## src/rtl/config_regs_bank.sv

```systemverilog
// OBI-slave configuration/status register bank: read/write control, read-only status and
// sticky write-1-to-clear event registers, one transaction per cycle with a 1-cycle response.
module config_regs_bank #(
    parameter int                      NUM_REGS = 8,
    parameter logic [NUM_REGS*32-1:0]  RST_VAL  = '0,
    parameter logic [NUM_REGS-1:0]     RO_MASK  = '0,
    parameter logic [NUM_REGS-1:0]     W1C_MASK = '0
) (
    input  logic                     clk_i,
    input  logic                     rst_i,
    input  logic                     req_i,
    output logic                     gnt_o,
    input  logic                     we_i,
    input  logic [3:0]               be_i,
    input  logic [31:0]              addr_i,
    input  logic [31:0]              wdata_i,
    output logic                     rvalid_o,
    output logic [31:0]              rdata_o,
    output logic                     err_o,
    input  logic [NUM_REGS*32-1:0]   status_i,
    input  logic [NUM_REGS*32-1:0]   event_i,
    output logic [NUM_REGS*32-1:0]   regs_o,
    output logic [NUM_REGS-1:0]      wr_pulse_o
);
    localparam int IDX_W = $clog2(NUM_REGS);

    typedef enum logic {IDLE, RESP} state_t;

    state_t               state_q;
    logic                 we_q;
    logic                 outOfRange_q;
    logic [3:0]           be_q;
    logic [IDX_W-1:0]     idx_q;
    logic [31:0]          wdata_q;
    logic [31:0]          regs_q [NUM_REGS];
    logic [31:0]          regs_d [NUM_REGS];
    logic [NUM_REGS-1:0]  wrPulse_q;
    logic [NUM_REGS-1:0]  wrPulse_d;
    logic [31:0]          laneMask;
    logic [31:0]          readVal;
    logic                 commit;

    assign gnt_o      = req_i;
    assign rvalid_o   = (state_q == RESP);
    assign err_o      = rvalid_o && outOfRange_q;
    assign laneMask   = {{8{be_q[3]}}, {8{be_q[2]}}, {8{be_q[1]}}, {8{be_q[0]}}};
    assign commit     = rvalid_o && we_q && !outOfRange_q && !RO_MASK[idx_q];
    assign wr_pulse_o = wrPulse_q;
    assign rdata_o    = (rvalid_o && !outOfRange_q) ? readVal : 32'h0;

    // Reads see the register before this cycle's commit; status slots read live input.
    always_comb begin
        readVal = 32'h0;
        if (RO_MASK[idx_q]) begin
            readVal = status_i[idx_q*32 +: 32];
        end else begin
            readVal = regs_q[idx_q];
        end
    end

    // Event sets are applied after the bus clear so a simultaneous set wins.
    always_comb begin
        for (int i = 0; i < NUM_REGS; i++) begin
            regs_d[i]    = regs_q[i];
            wrPulse_d[i] = commit && (int'(idx_q) == i);
            if (RO_MASK[i]) begin
                regs_d[i] = 32'h0;
            end else if (W1C_MASK[i]) begin
                if (wrPulse_d[i]) begin
                    regs_d[i] = regs_q[i] & ~(wdata_q & laneMask);
                end
                regs_d[i] = regs_d[i] | event_i[i*32 +: 32];
            end else if (wrPulse_d[i]) begin
                regs_d[i] = (regs_q[i] & ~laneMask) | (wdata_q & laneMask);
            end
        end
    end

    always_comb begin
        regs_o = '0;
        for (int i = 0; i < NUM_REGS; i++) begin
            regs_o[i*32 +: 32] = RO_MASK[i] ? status_i[i*32 +: 32] : regs_q[i];
        end
    end

    always_ff @(posedge clk_i or posedge rst_i) begin
        if (rst_i) begin
            state_q      <= IDLE;
            we_q         <= 1'b0;
            be_q         <= 4'h0;
            idx_q        <= '0;
            wdata_q      <= 32'h0;
            outOfRange_q <= 1'b0;
            wrPulse_q    <= '0;
            for (int i = 0; i < NUM_REGS; i++) begin
                regs_q[i] <= RO_MASK[i] ? 32'h0 : RST_VAL[i*32 +: 32];
            end
        end else begin
            wrPulse_q <= wrPulse_d;
            for (int i = 0; i < NUM_REGS; i++) begin
                regs_q[i] <= regs_d[i];
            end
            if (req_i) begin
                state_q      <= RESP;
                we_q         <= we_i;
                be_q         <= be_i;
                idx_q        <= addr_i[IDX_W+1:2];
                wdata_q      <= wdata_i;
                // Upper address bits count too, so aliased addresses are rejected.
                outOfRange_q <= (addr_i[31:2] >= 30'(NUM_REGS));
            end else begin
                state_q <= IDLE;
            end
        end
    end

endmodule
```

## config.mk

```make
export PLATFORM = sky130hd
export DESIGN_NAME = config_regs_bank
export DESIGN_NICKNAME = d
export VERILOG_FILES = /design/src/rtl/config_regs_bank.sv
export SDC_FILE = /design/constraint.sdc
export NUM_CORES = 1
export LEC_CHECK = 0
export CAP_MARGIN = 20
export CORE_AREA = 2 2 341 343
export DETAILED_ROUTE_END_ITERATION = 8
export DIE_AREA = 0 0 343 345
export PLACE_DENSITY_LB_ADDON = 0.05
export SLEW_MARGIN = 10
export SYNTH_ARGS = -nofsm -noshare
export SYNTH_HDL_FRONTEND = slang
export SYNTH_SLANG_ARGS = --single-unit
export TNS_END_PERCENT = 20
```

## constraint.sdc

```tcl
create_clock -name clk_i -period 12.4 [get_ports clk_i]
set_clock_uncertainty 0.05 [all_clocks]
set_input_delay 2.48 -clock clk_i [delete_from_list [all_inputs] [get_ports clk_i]]
set_output_delay 2.48 -clock clk_i [all_outputs]
set_load 0.05 [all_outputs]
```

==> Yosys cells after proc, flatten, opt, wreduce, memory -nomap -nowiden <==
Memory sizes are Yosys's and may differ from the RTL's.
Index checks and enable logic that the tools add are counted.
Widths: inputs -> output; s select.
{ "totals": {"regBits": 306, "mem_count": 1, "out_inout_bits": 299, "mem_bits_ro": 8} }
{ "classes": {"n_reduce_logical": 16, "bitwise_logic": 19, "muxes": 7, "magnitude_cmp": 3, "eq_ne": 7, "shift": 1} }
{ "memory_table": {"columns": ["name", "words", "word_bits", "rd", "rd_ports_with_merged_regs", "wr", "line", "rtl"], "rows": [
  ["(name not given)", 8, 1, 1, 0, 0, "54", "if (RO_MASK[idx_q]) begin"]
]} }
{ "ops": {"columns": ["cell", "count"], "rows": [
  ["$and 32x32->32", 9],
  ["$or 32x32->32", 8],
  ["$shiftx 256x9->32", 1],
  ["$mux 32", 4],
  ["$bmux 32 s3", 1],
  ["$not 32->32", 1],
  ["$ge 30x4->1 const B", 1],
  ["$logic_and 1x1->1", 13],
  ["$eq 3x3->1 const B", 4],
  ["$eq 3x2->1 const B", 2],
  ["$ge 4x4->1 const B", 1],
  ["$lt 3x4->1 const B", 1],
  ["$not 3->4", 1],
  ["$eq 3x1->1 const B", 1],
  ["$logic_not 3->1", 1],
  ["$logic_not 1->1", 2],
  ["$mux 1", 2]
]} }

==> Depth between registers and ports, before layout <==
{ "depth": {"word_depth": 6, "depth_mapped": 5, "depth_no_buf": 3} }

==> Worst setup path after synthesis <==
OpenSTA, ideal clock, no wires.
{ "synth_timing": {"kind": "input to output", "start": "input port req_i", "end": "output port gnt_o", "slack_ps": 7220, "required_time_ps": 9870, "arrival_ps": 2650, "stages": 1, "path_buffers": 1, "cell_sequence": "buf_4"} }
{ "synth_lines": {"columns": ["item", "line", "rtl"], "rows": [
  ["start: declaration", "11", "input logic req_i,"],
  ["end: declaration", "12", "output logic gnt_o,"]
]} }
No word-level cell between the ends.

==> Final worst setup path <==
{ "layout_timing": {"start": "register idx_q[0]", "end": "output port rdata_o[12]"} }
{ "layout_between": {"elab_chain_len": 6, "elab_cells_between_ends": 9, "classes_between": "shift: 1; mux: 6; bitwise: 1; memory: 1"} }
{ "layout_lines": {"columns": ["item", "line", "rtl"], "rows": [
  ["start: declaration", "33", "logic [IDX_W-1:0] idx_q;"],
  ["start signal: assignment", "107", "idx_q <= addr_i[IDX_W+1:2];"],
  ["branches (longest 4 deep; another with $shiftx 256x9->32)", null, null],
  ["$mux 32 *", "54", null],
  ["$mux 32 *", "49", "assign rdata_o = (rvalid_o && !outOfRange_q) ? readVal : 32'h0;"],
  ["end: declaration", "18", "output logic [31:0] rdata_o,"]
]} }
Mark *: on every way between the ends. The select of a mux whose other input is x is not followed.

==> results.ini <==
[routing]
final_antenna_net_count = 0
vias = 9212
wl_per_cell_um = 24.1
drt_iter0_markers = 360
drt_first_pass_iters = 4
routed_via_density = 3.34
drt-total-wl_mm = 66.5
remaining_drc_errors = 0

[final_layout]
multi_input_area_mm2 = 0.00575
final_area_mm2 = 0.0206
final_util = 0.179
nets = 1783
seq_area_mm2 = 0.00766
fillers = 12552
drive_gt1_frac = 0.400
syn2layout_area_growth_pct = 51.0

[logic_synthesis]
synthMuxAreaShare = 0.351
synth_fa_ha_area_frac = 0
synth_cell_type_count = 38
synth-seq-area-share = 0.560
netlist_instances = 812
synthSimpleGateAreaFrac = 0.0479
syn_avg_cell_area_um2 = 16.8
netlist_area_mm2 = 0.0137
synth_xor_area_frac = 0
synthArstFlopShare = 1.00
synth-compound-area-share = 0.0211
synth_edf_count = 0
synth_fp_nets = 1396
synth_seq_cells = 306
synth_top_family_by_area = multiplexers
yosys_warnings = 0
synth_ff_type = dfrtp_1

[clock_network]
hold_buffers = 0
cts.sinks = 306
path_clk_slew_ns = 0.06
cts_tree = yes
h-tree-depth = 2
post_cts_buffers = 0
post_cts_resized = 0
clk_latency_ns = 0.58
clock_path_buffers = 3
cts-buffers-inserted = 44
cts_root_buf = clkbuf_16

[run]
maxCapViolations = 0

[setup_path]
ff2ff_path_depth = 5
worst_setup_path_start_kind = flop
cp.required_ns = 9.87
arrival_ns = 3.88
cp_max_fo = 35
criticalPathCategory = flop to primary output
cp-end-kind = primary output

[min_path]
holdPathStages = 1
hp-class = flop to flop

[place]
place.gp.congestion = 0.659
hpwl_mm = 45.3
numPortBuffers = 368
pre_cts_ws_ns = 6.11
postPlaceCellArea_mm2 = 0.0191

[timing]
fin_crit_ns = 6.41
worst_pin_slew_ns = 0.910
rsz0062_at_grt = no
final-max-slew-violation-count = 0
layout_setup_ws_ns = 5.99
slew_headroom = 0.393
period_share = 0.517
clock.fmax_ghz = 0.156
setup_viol = 0
hold_violations = 0
tns_ns = 0

[floorplan]
die_area_mm2 = 0.118
core_area_mm2 = 0.115
row_count = 125
start_util = 0.119
die_w_um = 343
die_h_um = 345
io_pins = 883

[grt]
grt_pass1_wl_mm = 91.7
grt_max_degree = 83
gr-total-overflow = 0
grt_pass1_vias = 10225
grt_use_total = 0.112
antenna_found_initial = 17

[power_and_ir_drop]
p_leak_nw = 8.67
power_density_mw_per_mm2 = 123
ir_drop_mv = 0.0920
p_total_w = 0.00253

[run_status]
status = finished, final reports clean

[synth_stat cells, types with 3 or more instances]
library cell	number	area [um2]
a22o_1	32	280
nand3_2	14	140
nor2_8	4	80.1
nand4_4	3	63.8
dfrtp_1	306	7660
buf_1	4	15.0
mux2_4	8	120
clkbuf_1	14	52.6
mux2_2	288	3240
nor4_1	6	37.5
mux4_2	64	1440
nand3_1	4	20.0
buf_4	4	30.0
nor2_2	3	18.8
buf_6	10	113
nor2_1	6	22.5
buf_2	11	55.1
nor2_4	7	78.8
[metal layers]
metal / wire [um] / vias to the layer above / track usage
li1: - / 3888 / -
met1: 29200 / 4924 / 0.143
met2: 30600 / 312 / 0.177
met3: 5550 / 76 / 0.0423
met4: 1170 / 12 / 0.0242
met5: 76 / - / 0
[where the power goes]
group | total [W] | switching, W | internal, W
sequential | 0.00106 | 0.0000474 | 0.00102
clock | 0.00132 | 0.000508 | 0.000810
combinational | 0.000149 | 0.0000846 | 0.0000639
total | 0.00253 | 0.000640 | 0.00189
[stage by stage]
step           cells  hold WS [ns]
3_5_place_dp    2676         0.472
5_1_grt         2754         0.498
4_1_cts         2753         0.488
2_1_floorplan    812         0.501
6_report        2758         0.481
3_3_place_gp    2676         0.471
[path summary, 6_finish.rpt]
check / from / endpoint / slack [ns]
min: flop / flop / 0.48
min reg2reg: flop / flop / 0.48
max reg2reg: idx_q[1]$_DFFE_PP0P_ / flop / 9.20
min in group asynchronous: rst_i / asynchronous set/reset pin / 2.30
max: idx_q[0]$_DFFE_PP0P_ / rdata_o[12] / 5.99
max in group asynchronous: rst_i / asynchronous set/reset pin / 7.77
[cell type report]
| class | count | share of cell area |
|---|---|---|
| sequential | 306 | 0.371 |
| tap | 1524 | 0.0924 |
| multi-input combinational | 462 | 0.279 |
| clock inverter | 14 | 0.00751 |
| timing repair buffer | 384 | 0.184 |
| clock buffer | 63 | 0.0651 |
| antenna | 4 | 0.000485 |
| inverter | 1 | 0.000545 |
[placed cells by master, fill, tap and decap left out, types with 6 or more instances in the layout]
cell	count
clkdlybuf4s50_1	367
dfrtp_1	304
mux2_2	288
mux4_2	64
clkbuf_16	45
a22o_1	32
buf_4	17
clkbuf_8	15
nand3_2	14
mux2_4	8
clkinv_2	8
nor2_4	7
nor2_1	6
nor4_1	6
[worst max-delay path: stages, from the launching register on]
cell,delay (ns)
dfrtp_4,0.77
buf_4,0.78
mux4_2,0.66
a22o_1,0.26
clkdlybuf4s50_1,0.73
[cell families (layout without fill, tap and decap cells)]
family	count (synthesis)	count (layout)
compound gates	33	33
simple gates	69	69
other cells	0	4
buf+inv	44	462
flops	306	306
mux	360	360
(Power assumes the default switching activity.)
